<file path="src/rtl/sarlock_key_ctrl_pkg.sv">
// Shared types and helpers for the SarLock key-delivery controller.
package sarlock_pkg;

  typedef enum logic [2:0] {
    IDLE,
    SHIFT,
    CHECK,
    VALID,
    LOCKOUT
  } state_t;

  localparam int KEY_W_DEF   = 4;
  localparam int TIMEOUT_DEF = 16;
  localparam int CNT_W       = $clog2(KEY_W_DEF + 2);
  localparam int TMR_W       = $clog2(TIMEOUT_DEF + 1);

  // Even parity over key bits plus parity bit; zero-extension does not change the XOR.
  function automatic logic parity_ok(input logic [31:0] bits);
    return ~^bits;
  endfunction

endpackage

</file>
<file path="src/rtl/sarlock_key_ctrl_if.sv">
// Key source <-> key controller signal bundle.
interface sarlock_key_ctrl_if #(
  parameter int KEY_W    = 4,
  parameter int MAX_FAIL = 3
);
  localparam int FAIL_W = $clog2(MAX_FAIL + 1);

  logic              key_start;
  logic              key_bit_vld;
  logic              key_bit;
  logic              key_zeroize;
  logic [KEY_W-1:0]  key_out;
  logic              key_valid;
  logic              key_err;
  logic              busy;
  logic              lockout;
  logic [FAIL_W-1:0] fail_cnt;

  modport master (
    output key_start, key_bit_vld, key_bit, key_zeroize,
    input  key_out, key_valid, key_err, busy, lockout, fail_cnt
  );

  modport slave (
    input  key_start, key_bit_vld, key_bit, key_zeroize,
    output key_out, key_valid, key_err, busy, lockout, fail_cnt
  );

endinterface

</file>
<file path="src/rtl/sarlock_key_ctrl_shift.sv">
// Serial-in shadow register for one key frame (key bits then parity), clear has priority.
module key_shift_reg #(
  parameter int W = 5
) (
  input  logic         clk,
  input  logic         rst_n,
  input  logic         clr_i,
  input  logic         shift_i,
  input  logic         bit_i,
  output logic [W-1:0] data_o
);

  logic [W-1:0] data_q;

  always_ff @(posedge clk or negedge rst_n) begin
    if (!rst_n) begin
      data_q <= '0;
    end else if (clr_i) begin
      data_q <= '0;
    end else if (shift_i) begin
      data_q <= {data_q[W-2:0], bit_i};
    end
  end

  assign data_o = data_q;

endmodule

</file>
<file path="src/rtl/sarlock_key_ctrl.sv">
// Key-delivery controller: serial frame capture, parity check, commit, and brute-force lockout.
//   state   | meaning
//   IDLE    | no key committed, waiting for key_start
//   SHIFT   | receiving KEY_W+1 frame bits, gap timer running
//   CHECK   | one-cycle parity / timeout verdict
//   VALID   | checked key driven on key_out
//   LOCKOUT | MAX_FAIL consecutive failures, inert until rst_n
module sarlock_key_ctrl
  import sarlock_pkg::*;
#(
  parameter int KEY_W    = 4,
  parameter int MAX_FAIL = 3,
  parameter int TIMEOUT  = 16
) (
  input  logic              clk,
  input  logic              rst_n,
  sarlock_key_ctrl_if.slave bus
);

  localparam int BIT_CW = $clog2(KEY_W + 2);
  localparam int GAP_W  = $clog2(TIMEOUT + 1);
  localparam int FAIL_W = $clog2(MAX_FAIL + 1);

  state_t              state_q;
  logic [BIT_CW-1:0]   bit_cnt_q;
  logic [GAP_W-1:0]    gap_q;
  logic                tmo_q;
  logic [FAIL_W-1:0]   fail_cnt_q;
  logic [KEY_W-1:0]    key_out_q;
  logic                key_valid_q;
  logic                key_err_q;
  logic                busy_q;
  logic                lockout_q;

  logic [KEY_W:0]      sr_data;
  logic                zero_req;
  logic                start_req;
  logic                shift_en;

  // Zeroize beats start; start beats a same-cycle data bit.
  assign zero_req  = bus.key_zeroize && (state_q != LOCKOUT);
  assign start_req = bus.key_start && !bus.key_zeroize &&
                     (state_q == IDLE || state_q == VALID || state_q == SHIFT);
  assign shift_en  = (state_q == SHIFT) && bus.key_bit_vld &&
                     !bus.key_start && !bus.key_zeroize;

  key_shift_reg #(.W(KEY_W + 1)) u_shift (
    .clk     (clk),
    .rst_n   (rst_n),
    .clr_i   (zero_req || start_req),
    .shift_i (shift_en),
    .bit_i   (bus.key_bit),
    .data_o  (sr_data)
  );

  always_ff @(posedge clk or negedge rst_n) begin
    if (!rst_n) begin
      state_q     <= IDLE;
      bit_cnt_q   <= '0;
      gap_q       <= '0;
      tmo_q       <= 1'b0;
      fail_cnt_q  <= '0;
      key_out_q   <= '0;
      key_valid_q <= 1'b0;
      key_err_q   <= 1'b0;
      busy_q      <= 1'b0;
      lockout_q   <= 1'b0;
    end else begin
      key_err_q <= 1'b0;
      if (zero_req) begin
        state_q     <= IDLE;
        key_out_q   <= '0;
        key_valid_q <= 1'b0;
        busy_q      <= 1'b0;
        bit_cnt_q   <= '0;
        gap_q       <= '0;
        tmo_q       <= 1'b0;
      end else begin
        case (state_q)
          IDLE, VALID: begin
            if (start_req) begin
              state_q   <= SHIFT;
              busy_q    <= 1'b1;
              bit_cnt_q <= '0;
              gap_q     <= '0;
              tmo_q     <= 1'b0;
            end
          end
          SHIFT: begin
            if (start_req) begin
              bit_cnt_q <= '0;
              gap_q     <= '0;
            end else if (shift_en) begin
              gap_q <= '0;
              if (bit_cnt_q == BIT_CW'(KEY_W)) begin
                state_q <= CHECK;
              end else begin
                bit_cnt_q <= bit_cnt_q + BIT_CW'(1);
              end
            end else if (gap_q == GAP_W'(TIMEOUT - 1)) begin
              tmo_q   <= 1'b1;
              state_q <= CHECK;
            end else begin
              gap_q <= gap_q + GAP_W'(1);
            end
          end
          CHECK: begin
            if (!tmo_q && parity_ok(32'(sr_data))) begin
              key_out_q   <= sr_data[KEY_W:1];
              key_valid_q <= 1'b1;
              fail_cnt_q  <= '0;
              busy_q      <= 1'b0;
              state_q     <= VALID;
            end else begin
              key_out_q   <= '0;
              key_valid_q <= 1'b0;
              key_err_q   <= 1'b1;
              busy_q      <= 1'b0;
              tmo_q       <= 1'b0;
              if (fail_cnt_q < FAIL_W'(MAX_FAIL)) begin
                fail_cnt_q <= fail_cnt_q + FAIL_W'(1);
              end
              if (int'(fail_cnt_q) + 1 >= MAX_FAIL) begin
                state_q   <= LOCKOUT;
                lockout_q <= 1'b1;
              end else begin
                state_q <= IDLE;
              end
            end
          end
          LOCKOUT: begin
            key_out_q   <= '0;
            key_valid_q <= 1'b0;
            busy_q      <= 1'b0;
            lockout_q   <= 1'b1;
          end
          default: begin
            state_q <= IDLE;
            busy_q  <= 1'b0;
          end
        endcase
      end
    end
  end

  assign bus.key_out   = key_out_q;
  assign bus.key_valid = key_valid_q;
  assign bus.key_err   = key_err_q;
  assign bus.busy      = busy_q;
  assign bus.lockout   = lockout_q;
  assign bus.fail_cnt  = fail_cnt_q;

endmodule

</file>
<file path="src/flat_wrapper.sv">
// flat-port wrapper written by rule: the top's interface ports become plain ports
module sarlock_key_ctrl_flat import sarlock_pkg::*;
#(
  parameter int KEY_W    = 4,
  parameter int MAX_FAIL = 3,
  parameter int TIMEOUT  = 16
)
  (clk, rst_n, bus_key_start, bus_key_bit_vld, bus_key_bit, bus_key_zeroize, bus_key_out, bus_key_valid, bus_key_err, bus_busy, bus_lockout, bus_fail_cnt);
  sarlock_key_ctrl_if #(.KEY_W(KEY_W), .MAX_FAIL(MAX_FAIL)) bus_i ();
  input  logic clk;
  input  logic rst_n;
  input wire logic [$bits(bus_i.key_start)-1:0] bus_key_start;
  input wire logic [$bits(bus_i.key_bit_vld)-1:0] bus_key_bit_vld;
  input wire logic [$bits(bus_i.key_bit)-1:0] bus_key_bit;
  input wire logic [$bits(bus_i.key_zeroize)-1:0] bus_key_zeroize;
  output wire logic [$bits(bus_i.key_out)-1:0] bus_key_out;
  output wire logic [$bits(bus_i.key_valid)-1:0] bus_key_valid;
  output wire logic [$bits(bus_i.key_err)-1:0] bus_key_err;
  output wire logic [$bits(bus_i.busy)-1:0] bus_busy;
  output wire logic [$bits(bus_i.lockout)-1:0] bus_lockout;
  output wire logic [$bits(bus_i.fail_cnt)-1:0] bus_fail_cnt;
  assign bus_i.key_start = bus_key_start;
  assign bus_i.key_bit_vld = bus_key_bit_vld;
  assign bus_i.key_bit = bus_key_bit;
  assign bus_i.key_zeroize = bus_key_zeroize;
  assign bus_key_out = bus_i.key_out;
  assign bus_key_valid = bus_i.key_valid;
  assign bus_key_err = bus_i.key_err;
  assign bus_busy = bus_i.busy;
  assign bus_lockout = bus_i.lockout;
  assign bus_fail_cnt = bus_i.fail_cnt;
  sarlock_key_ctrl #(.KEY_W(KEY_W), .MAX_FAIL(MAX_FAIL), .TIMEOUT(TIMEOUT)) u_core (.clk(clk), .rst_n(rst_n), .bus(bus_i));
endmodule
</file>
<file path="config.mk">
export PLATFORM = sky130hd
export DESIGN_NAME = sarlock_key_ctrl_flat
export DESIGN_NICKNAME = d
export VERILOG_FILES = /design/src/rtl/sarlock_key_ctrl_pkg.sv /design/src/rtl/sarlock_key_ctrl_if.sv /design/src/rtl/sarlock_key_ctrl_shift.sv /design/src/rtl/sarlock_key_ctrl.sv /design/src/flat_wrapper.sv
export SDC_FILE = /design/constraint.sdc
export NUM_CORES = 1
export LEC_CHECK = 0
export BUFFER_PORTS_ARGS = -buffer_cell sky130_fd_sc_hd__buf_2
export CAP_MARGIN = 40
export CORE_MARGIN = 5
export CORE_UTILIZATION = 55
export CTS_CLUSTER_SIZE = 10
export DETAILED_ROUTE_END_ITERATION = 10
export GPL_ROUTABILITY_DRIVEN = 0
export PLACE_DENSITY_LB_ADDON = 0.12
export SYNTH_ARGS = -nofsm -noshare
export SYNTH_HDL_FRONTEND = slang
export SYNTH_HIERARCHICAL = 1
export SYNTH_SLANG_ARGS = --single-unit
</file>
<file path="constraint.sdc">
create_clock -name clk -period 3.2 [get_ports clk]
set_clock_uncertainty 0.05 [all_clocks]
set_input_delay 0.16 -clock clk [delete_from_list [all_inputs] [get_ports clk]]
set_output_delay 0.16 -clock clk [all_outputs]
set_load 0.005 [all_outputs]
</file>
-- Word level (Yosys, flattened, before mapping)
Cells that the tools add are included.
W data, S select, Z words.
- register bits after elaboration: 27
- input bits: 6
- output and inout bits: 10
- logic and storage cells: 115
- add/sub/neg operators: 4
- magnitude comparators: 2
- equal/unequal tests: 21
- mux-type cells: 47
- bitwise logic cells: 1
- reductions and logical operators: 29
- operator list (cell ; number):
    $mux W3 ; 13
    $mux W5 ; 7
    $ge A32 B3 Y1 const B ; 1
    $reduce_xnor A32 Y1 ; 1
    $mux W1 ; 15
    $ne A3 B2 Y1 const B ; 4
    $pmux W3 S4 ; 1
    $pmux W5 S2 ; 1
    $mux W4 ; 2
    $ne A4 B2 Y1 const B ; 2
    $pmux W4 S2 ; 1
    $reduce_and A4 Y1 ; 2
    $logic_and A1 B1 Y1 ; 7
    $eq A3 B2 Y1 const B ; 2
    $eq A3 B3 Y1 const B ; 2
    $ne A2 B1 Y1 const B ; 3
    $pmux W1 S2 ; 3
    $pmux W3 S2 ; 1
    $reduce_and A3 Y1 ; 2
    $reduce_and A6 Y1 ; 1
    $reduce_bool A2 Y1 ; 3
    $reduce_bool A3 Y1 ; 2
    $add A5 B1 Y5 const B ; 1
    $eq A5 B4 Y1 const B ; 1
    21 further kinds ; 26

-- Longest topological paths before layout
Gate-level depths: netlist of the first run.
- depth in word-level cells: 8
- depth in mapped cells: 7

-- Hierarchy
Netlist of the first run, hierarchy kept.
- by module, submodules not included (module ; times used ; cells an instance ; area an instance (um^2) ; sequential area each (um^2)):
    sarlock_key_ctrl ; 1 ; 135 ; 1277.5 ; 550.5
    key_shift_reg ; 1 ; 16 ; 205.2 ; 125.1

-- Worst setup path before layout of the first run
No wires, ideal clock.
- kind: reg-to-reg
- start point: register u_core.state_q[2]
- end point: register u_core.u_shift.data_q[0], in the netlist u_core/u_shift/data_o[0]
- library setup time: 121 ps
- data arrival time: 1641 ps
- data required time: 3029 ps
- path slack: 1387 ps
- stages on the path, launching flop included: 7
- path buffers: 2
- clock period less this slack: 1813 ps
- cells stage by stage: dfrtp_1 -> or4b_4 -> buf_6 -> nor3b_1 -> buf_6 -> mux2i_1 -> nor2_1
- elaborated cells on any way between the ends: 14
- those cells by class: eq/ne (3); mux (1); reduce/logical (10)
- RTL lines (what ; line ; RTL):
    start: declaration ; sarlock_key_ctrl.sv:24 ; state_t state_q;
    start signal: assignment ; sarlock_key_ctrl.sv:58 ; state_q <= IDLE;
    start signal: assignment ; sarlock_key_ctrl.sv:71 ; state_q <= IDLE;
    start signal: assignment ; sarlock_key_ctrl.sv:82 ; state_q <= SHIFT;
    $eq A3 B1 Y1 ; sarlock_key_ctrl.sv:44 ; assign shift_en = (state_q == SHIFT) && bus.key_bit_vld &&
    $logic_and A1 B1 Y1 (2 in series) ; sarlock_key_ctrl.sv:44 ;
    $logic_and A1 B1 Y1 ; sarlock_key_ctrl.sv:45 ; !bus.key_start && !bus.key_zeroize;
    via u_core.shift_en ; sarlock_key_ctrl.sv:38 ; logic shift_en;
    $reduce_bool A2 Y1 (no source line) ; -- ;
    end signal: assignment ; sarlock_key_ctrl_shift.sv:21 ; data_q <= {data_q[W-2:0], bit_i};
    end: declaration ; sarlock_key_ctrl_shift.sv:13 ; logic [W-1:0] data_q;
The timed path passes the listed nets, and every way through them passes these cells.
A chain may end at the register's enable or synchronous reset.

-- Final worst setup path of the first run
- start point: register u_core.state_q[0]
- end point: register u_core.gap_q[0]
- word-level cells in the longest chain between the ends: 8
- elaborated cells on any way between the ends: 20
- those cells by class: eq/ne (5); mux (4); reduce/logical (11)
- RTL lines (what ; line ; RTL):
    $eq A3 B1 Y1 ; sarlock_key_ctrl.sv:43, sarlock_key_ctrl.sv:44, sarlock_key_ctrl.sv:79 ;
    $logic_and A1 B1 Y1 (2 in series) ; sarlock_key_ctrl.sv:44 ;
    $logic_and A1 B1 Y1 ; sarlock_key_ctrl.sv:45 ;
    $mux W5 ; sarlock_key_ctrl.sv:93 ; end else if (shift_en) begin
    $mux W5 ; sarlock_key_ctrl.sv:90 ; if (start_req) begin
    $pmux W5 S2 ; sarlock_key_ctrl.sv:79 ; case (state_q)
    $mux W5 ; sarlock_key_ctrl.sv:70 ; if (zero_req) begin
    end signal: assignment ; sarlock_key_ctrl.sv:104 ; gap_q <= gap_q + GAP_W'(1);
    end: declaration ; sarlock_key_ctrl.sv:26 ; logic [GAP_W-1:0] gap_q;
Several ways; a longest one is shown, not always the timed one.

==> metrics.md, run 1 <==
| Metric | Value |
|---|---|
| Result of the run | `complete, no violations` |
| Count of pins on the block boundary | `16` |
| Number of levels in the clock H-tree | `1` |
| Average instance area after synthesis | `9.819 um^2` |
| Post-synth ARST share | `100.0%` |
| Reg2Reg Depth | `5` |
| Total detailed-routing wirelength | `3007 um` |
| Max VDD drop | `0.0002487 V` |
| Final routed wire length divided by cell count | `15.26 um` |
| DRT antenna net count | `0` |
| Clock latency on the worst-skew pair | `0.34 ns` |
| Clock transition at the registers of the reported paths | `0.17 ns` |
| Remaining global-route overflow | `0` |
| End of the worst register-to-register path | `u_core/gap_q[0]` |
| Netlist area before placement | `0.001483 mm^2` |
| DRC violation count after routing | `0` |
| CP Class | `reg -> reg` |
| First-pass GRT wire length | `4981 um` |
| First DRT Iteration DRCs | `37` |
| R2r setup slk | `1.23 ns` |
| Sinks on Clock Net | `27` |
| Final Hold Fails | `0` |
| Slew at the pin closest to its max-slew limit | `0.5958 ns` |
| Initial cell density of the core | `58.78%` |
| Number of enable flip-flop cells after synthesis | `0` |
| Critical Path End Type | `register` |
| Net count reported at finish | `180` |
| Count of different cell masters after synthesis | `39` |
| Initial antenna violation count | `0` |
| Number of cell rows | `18` |
| Min setup slack post-route | `1.234 ns` |
| Critical-path top delay cell | `sky130_fd_sc_hd__dfrtp_1` |
| Max-slew violation count | `0` |
| End point of the critical path | `u_core/gap_q[0]` |
| GRT Total Usage | `18.03%` |
| R2R Path Start | `u_core/state_q[0]` |
| Path category of the worst min-delay check | `in -> reg` |
| Critical-path maximum fanout | `14` |
| Synthesized instance count | `151` |
| Share of the yosys chip area belonging to registers | `45.57%` |
| Total vias in the final route | `1147` |
| Maximum number of pins on one net before global-route repair | `28` |
| Final TNS setup | `0 ns` |
| Die width | `61.92 um` |
| DIE AREA | `0.003834 mm^2` |
| TritonCTS clock tree | `built` |
| Share of final-layout standard cells stronger than drive strength 1 | `15.57%` |
| Via/cell ratio | `5.822` |
| Warning count from the yosys run | `6` |
| Maximum number of buffers from clock root to sink | `2` |
| Critical Path Source | `u_core/state_q[0]` |
| Post-CTS Setup Bufs | `0` |
| Critical Path RT | `3.42 ns` |
| Number of antenna diodes | `0` |
| Setup repair after global routing missed its margin | `false` |
| HPWL after detailed placement | `2188 um` |
| Delay of the slowest cell on the worst path | `0.61 ns` |
| Setup violations, final | `0` |
| Time the worst path needs with I/O delays and setup | `1.966 ns` |
| Static leakage | `0.7942 nW` |
| Max_cap viols | `0` |
| Root buffer cell | `sky130_fd_sc_hd__clkbuf_4` |
| Cell Pwr Density | `328.0 mW/mm^2` |
| CTS Buf Count | `3` |
| Number of buffers added on ports | `15` |
| Startpoint type of the worst setup path | `register` |
| Number of global-route vias before repair | `1058` |
| Layout-stage area growth over the synthesis result | `8.439%` |
| Floorplan Core Area | `0.002522 mm^2` |
| Number of iterations in the first detailed-routing pass | `4` |
| Max-slew headroom at the worst pin | `60.28%` |
| F_max | `508.7 MHz` |
| Final clock period utilization by the worst path | `61.44%` |
| Die Y | `61.92 um` |
| Cells traversed along the worst timing path | `or4b_4 > or3_4 > nor2_4 > nor2_1 > a31oi_1` |
| Crit path arrival time | `2.19 ns` |
| DP Worst Slack | `1.285 ns` |
| Nets in the synthesized netlist | `163` |
| Predominant post-synthesis flop cell | `sky130_fd_sc_hd__dfrtp_1` |
| Flops & latches, synth | `27` |
## cell type report
class	instances	area, um^2
clock buffers	3	22.52
clock inverters	1	7.507
fillers	222	914.6
inverters	7	26.28
multi-input cells	111	735.7
flip-flops and latches	27	675.6
well taps	30	37.54
repair buffers	18	102.6
## Yosys cell counts, types with 3 or more instances
master | count | share of area (%)
sky130_fd_sc_hd__nor2_1 | 18 | 4.6
sky130_fd_sc_hd__nor2b_1 | 3 | 1.3
sky130_fd_sc_hd__a22o_1 | 6 | 3.5
sky130_fd_sc_hd__dfrtp_1 | 27 | 46
sky130_fd_sc_hd__a21oi_1 | 10 | 3.4
sky130_fd_sc_hd__nand2b_1 | 4 | 1.7
sky130_fd_sc_hd__a21o_1 | 4 | 2.0
sky130_fd_sc_hd__ha_1 | 6 | 5.1
sky130_fd_sc_hd__inv_1 | 7 | 1.8
sky130_fd_sc_hd__buf_6 | 3 | 2.3
sky130_fd_sc_hd__clkbuf_1 | 3 | 0.76
sky130_fd_sc_hd__mux2i_1 | 5 | 3.4
sky130_fd_sc_hd__xnor2_1 | 3 | 1.8
sky130_fd_sc_hd__nand2_1 | 12 | 3.0
sky130_fd_sc_hd__o21ai_0 | 7 | 2.4
## registers in the layout, summed over array words and instances (netlist names)
signal / cells
u_core/bit_cnt_q: 3
u_core/u_shift/data_o: 5
u_core/bus.busy: 1
u_core/bus.key_err: 1
u_core/gap_q: 5
u_core/bus.lockout: 1
u_core/state_q: 3
u_core/tmo_q: 1
u_core/bus.key_out: 4
u_core/bus.fail_cnt: 2
u_core/bus.key_valid: 1
## where the power goes
group / total [mW] / internal, mW / switching [mW]
Clock: 0.162 / 0.0479 / 0.114
Sequential: 0.343 / 0.342 / 0.000640
Combinational: 0.0228 / 0.00734 / 0.0154
Total: 0.527 / 0.397 / 0.130
## layout by cell type (no fill, tap or decap), drive strengths merged, types with 3 or more instances in the layout
cell type / instances
nor2: 19
nand2b: 4
a22o: 6
a21o: 4
inv: 7
dfrtp: 27
mux2i: 5
o21ai: 9
ha: 6
xnor2: 3
buf: 16
clkbuf: 3
nand2: 12
nor2b: 3
a21oi: 10
## cell families (layout without fill, tap and decap cells)
kind of cell / Yosys count / after routing / share of synthesized area [%]
AO/OA/AOI/OAI: 40 / 40 / 17.72
XOR/XNOR: 4 / 4 / 3.291
adder cells (fa/ha/maj): 6 / 6 / 5.063
buffers and inverters: 13 / 29 / 4.810
flip-flops: 27 / 27 / 45.57
multiplexers: 5 / 5 / 3.376
AND/OR/NAND/NOR: 56 / 56 / 20.17
## metrics by stage
stage          hold slack, ns  instances  power (mW)  util (%)  area [um^2]
3_5_place_dp           0.1534        191      0.3703     61.76         1558
3_3_place_gp           0.1476        191      0.3700     61.76         1558
6_report              0.06131        197      0.5273     63.74         1608
2_1_floorplan         -0.1856        151      0.3586         -         1483
5_1_grt               0.07400        197      0.5481     63.74         1608
4_1_cts              0.004501        196      0.5281     63.34         1598
## repair_timing
action                                 CTS  global route
hold buffers                             1             1
endpoints found under the hold margin   27             1
setup endpoints to repair                0             0
gates resized for setup                  0             0
## per-layer routing
metal	track usage [%]	vias up	part of all wire, %
li1	-	563	-
met1	24.84	541	48
met2	27.35	35	47
met3	2.686	8	3.9
met4	9.697	0	1.9
met5	0	-	0
## worst max-delay path, delay by kind of cell, from the launching register on
family | cells | cell delay (ns)
and+or+nand+nor | 4 | 1.11
AOI/OAI and AO/OA | 1 | 0.13
DFF | 1 | 0.61
## worst min-delay path by stage
stage | startpoint | endpoint | depth (start not counted) | slack, ns
finish | bus_key_zeroize | u_core/bus.busy | 2 | 0.06
global route | bus_key_zeroize | u_core/bus.busy | 2 | 0.07
CTS | bus_key_bit | u_core/u_shift/data_o[0] | 3 | 0.005
detailed placement | rst_n | u_core/gap_q[3] | 1 | 0.15
global placement | rst_n | u_core/gap_q[3] | 1 | 0.15
floorplan | rst_n | u_core/bit_cnt_q[0] | 0 | -0.19
Power figures use the tool's default switching activity.
==> run 2, diff against run 1 <==
--- a/config.mk
+++ b/config.mk
@@ -8,7 +8,7 @@
 export BUFFER_PORTS_ARGS = -buffer_cell sky130_fd_sc_hd__buf_2
 export CAP_MARGIN = 40
 export CORE_MARGIN = 5
-export CORE_UTILIZATION = 55
+export CORE_UTILIZATION = 52
 export CTS_CLUSTER_SIZE = 10
 export DETAILED_ROUTE_END_ITERATION = 10
 export GPL_ROUTABILITY_DRIVEN = 0
==> constraint.sdc (replaced) <==
create_clock -name clk -period 1.6 [get_ports clk]
set_clock_uncertainty 0.05 [all_clocks]
set_input_delay 0.08 -clock clk [delete_from_list [all_inputs] [get_ports clk]]
set_output_delay 0.08 -clock clk [all_outputs]
set_load 0.005 [all_outputs]
==> run 2 against run 1 <==
The flow now finishes with violations (negative setup slack). Sequential power grew 100%. Maximum frequency increased by 10%. Die area grew 4.8%. Worst hold slack improved by 0.016 ns. Routed wire length rose by 12%. Setup slack got worse by 1.4 ns. Global-route usage is 0.51 points higher. Critical path depth unchanged. Critical endpoint unchanged. Largest cell class unchanged.
==> metrics.md, run 2 (synthesized netlist as in run 1, its figures left out) <==
| Metric | Value |
|---|---|
| Result of the run | `complete, but fails checks (was complete, no violations)` |
| Number of levels in the clock H-tree | `1 (unchanged)` |
| Clock transition at the registers of the reported paths | `0.14 ns (was 0.17 ns)` |
| Share of final-layout standard cells stronger than drive strength 1 | `35.57% (was 15.57%)` |
| Layout-stage area growth over the synthesis result | `28.52% (was 8.439%)` |
| Maximum number of buffers from clock root to sink | `2 (unchanged)` |
| Final clock period utilization by the worst path | `111.3% (was 61.44%)` |
| Crit path arrival time | `1.98 ns (was 2.19 ns)` |
| Initial cell density of the core | `54.23% (was 58.78%)` |
| Floorplan Core Area | `0.002734 mm^2 (was 0.002522 mm^2)` |
| Instance count after placement with tap cells included | `214 (was 191)` |
| Number of buffers added on ports | `15 (unchanged)` |
| Cells traversed along the worst timing path | `or4b_4 > or3_4 > nor2_4 > nor2_1 > a31oi_1 (unchanged)` |
| Total detailed-routing wirelength | `3356 um (was 3007 um)` |
| Count of pins on the block boundary | `16 (unchanged)` |
| Slew at the pin closest to its max-slew limit | `0.6199 ns (was 0.5958 ns)` |
| Die Y | `63.40 um (was 61.92 um)` |
| Post-route core utilization | `69.70% (was 63.74%)` |
| Maximum number of pins on one net before global-route repair | `28 (unchanged)` |
| Number of antenna diodes | `0 (unchanged)` |
| Setup violations, final | `13 (was 0)` |
| Max-slew violation count | `0 (unchanged)` |
| Delay of the slowest cell on the worst path | `0.57 ns (was 0.61 ns)` |
| Worst Hold Launch | `bus_key_zeroize (unchanged)` |
| Critical-path maximum fanout | `5 (was 14)` |
| Remaining global-route overflow | `0 (unchanged)` |
| CTS Buf Count | `3 (unchanged)` |
| DRT antenna net count | `0 (unchanged)` |
| Max_cap viols | `0 (unchanged)` |
| Net count reported at finish | `207 (was 180)` |
| DRC violation count after routing | `0 (unchanged)` |
| R2r setup slk | `-0.18 ns (was 1.23 ns)` |
| HPWL after detailed placement | `2297 um (was 2188 um)` |
| CP Depth | `5 (unchanged)` |
| Root buffer cell | `sky130_fd_sc_hd__clkbuf_4 (unchanged)` |
| DP Worst Slack | `-0.1496 ns (was 1.285 ns)` |
| DIE AREA | `0.004019 mm^2 (was 0.003834 mm^2)` |
| CP Class | `reg -> reg (unchanged)` |
| Critical Path End Type | `register (unchanged)` |
| Total vias in the final route | `1266 (was 1147)` |
| Sinks on Clock Net | `27 (unchanged)` |
| Max-slew headroom at the worst pin | `58.67% (was 60.28%)` |
| Number of iterations in the first detailed-routing pass | `4 (unchanged)` |
| TritonCTS clock tree | `built (unchanged)` |
| Critical Path Source | `u_core/state_q[1] (was u_core/state_q[0])` |
| Number of cell rows | `19 (was 18)` |
| Most used cells in the layout excluding fill and tap cells | `27 x sky130_fd_sc_hd__dfrtp_1, 27 x sky130_fd_sc_hd__buf_4, 15 x sky130_fd_sc_hd__buf_2, 15 x sky130_fd_sc_hd__nor2_1, 10 x sky130_fd_sc_hd__nand2_1 (was 27 x sky130_fd_sc_hd__dfrtp_1, 18 x sky130_fd_sc_hd__nor2_1, 15 x sky130_fd_sc_hd__buf_2)` |
| Reg2Reg Depth | `5 (unchanged)` |
| Final TNS setup | `-1.567 ns (was 0 ns)` |
| Crit path max-delay family | `simple AND/OR/NAND/NOR gates (unchanged)` |
| Number of global-route vias before repair | `1332 (was 1058)` |
| Critical Path RT | `1.80 ns (was 3.42 ns)` |
| Min setup slack post-route | `-0.1805 ns (was 1.234 ns)` |
| Path category of the worst min-delay check | `in -> reg (unchanged)` |
| First DRT Iteration DRCs | `87 (was 37)` |
| Startpoint type of the worst setup path | `register (unchanged)` |
| Die width | `63.40 um (was 61.92 um)` |
| Clock latency on the worst-skew pair | `0.32 ns (was 0.34 ns)` |
| Final Hold Fails | `0 (unchanged)` |
| Cell Pwr Density | `541.1 mW/mm^2 (was 328.0 mW/mm^2)` |
| Setup repair after global routing missed its margin | `true (was false)` |
| Area of placed instances | `0.001732 mm^2 (was 0.001558 mm^2)` |
| Failing checks | `negative setup slack` |
| GRT Total Usage | `18.54% (was 18.03%)` |
| End point of the critical path | `u_core/gap_q[0] (unchanged)` |
| Post-route cell area | `0.001906 mm^2 (was 0.001608 mm^2)` |
| Via/cell ratio | `5.627 (was 5.822)` |
| Initial antenna violation count | `0 (unchanged)` |
| F_max | `561.7 MHz (was 508.7 MHz)` |
| Final routed wire length divided by cell count | `14.92 um (was 15.26 um)` |
| Static leakage | `0.9407 nW (was 0.7942 nW)` |
| Critical path buffer and inverter count | `0 (unchanged)` |
| First-pass GRT wire length | `6106 um (was 4981 um)` |
| Critical-path top delay cell | `sky130_fd_sc_hd__or4b_4 (was sky130_fd_sc_hd__dfrtp_1)` |
| End of the worst register-to-register path | `u_core/gap_q[0] (unchanged)` |
| Filler-free cell count of the finished design | `225 (was 197)` |
| Max VDD drop | `0.0005457 V (was 0.0002487 V)` |
| Time the worst path needs with I/O delays and setup | `1.780 ns (was 1.966 ns)` |
| R2R Path Start | `u_core/state_q[1] (was u_core/state_q[0])` |
==> run 2: worst min-delay path by stage <==
stage / cells past startpoint / end
after floorplan: 0 / u_core/bit_cnt_q[0]
after global placement: 1 / u_core/bit_cnt_q[2]
after detailed placement: 1 / u_core/bit_cnt_q[1]
after CTS: 3 / u_core/bit_cnt_q[0]
after global routing: 3 / u_core/bus.busy
final: 3 / u_core/bus.busy
==> run 2: where the power goes <==
part | total (mW) | internal [mW] | switching (mW) | leakage [nW]
registers | 0.685 | 0.684 | 0.00124 | 0.363
clock network | 0.291 | 0.0975 | 0.194 | 0.0150
logic | 0.0547 | 0.0196 | 0.0351 | 0.562
total | 1.03 | 0.801 | 0.230 | 0.941
==> run 2: stage by stage <==
step / hold WS, ns / power [mW]
4_1_cts: 0.05539 / 1.045
3_3_place_gp: 0.06467 / 0.7439
5_1_grt: 0.07226 / 1.096
6_report: 0.07767 / 1.031
3_5_place_dp: 0.07641 / 0.7454
2_1_floorplan: -0.2656 / 0.7174
==> run 2: what timing repair did <==
item / CTS / global route
setup endpoints to repair: 21 / 22
endpoints found under the hold margin: 28 / 0
buffers inserted: 4 / 2
hold buffers: 2 / 0
resized for setup: 13 / 10
pin swaps: 14 / 11
==> run 2: per-layer routing <==
layer  vias up  routed length [um]  global-route usage [%]  share of wire, %
met1       627                1594                   25.40                47
met3         2                  76                   3.552               2.3
li1        618                   -                       -                 -
met5         -                   0                       0                 0
met2        19                1667                   29.06                50
met4         0                  17                   6.753              0.51
==> run 2: final cells by class <==
class	count	area [um^2]
clock buffer	4	26.28
multi-input combinational	111	829.5
fill	228	828.3
tap	31	38.79
inverter	7	26.28
sequential	27	675.6
timing repair buffer	45	309.0
==> run 2: worst min-delay path, stage by stage <==
cell,delay (ns)
sky130_fd_sc_hd__buf_2,0.10
sky130_fd_sc_hd__buf_4,0.17
sky130_fd_sc_hd__nor4_1,0.07
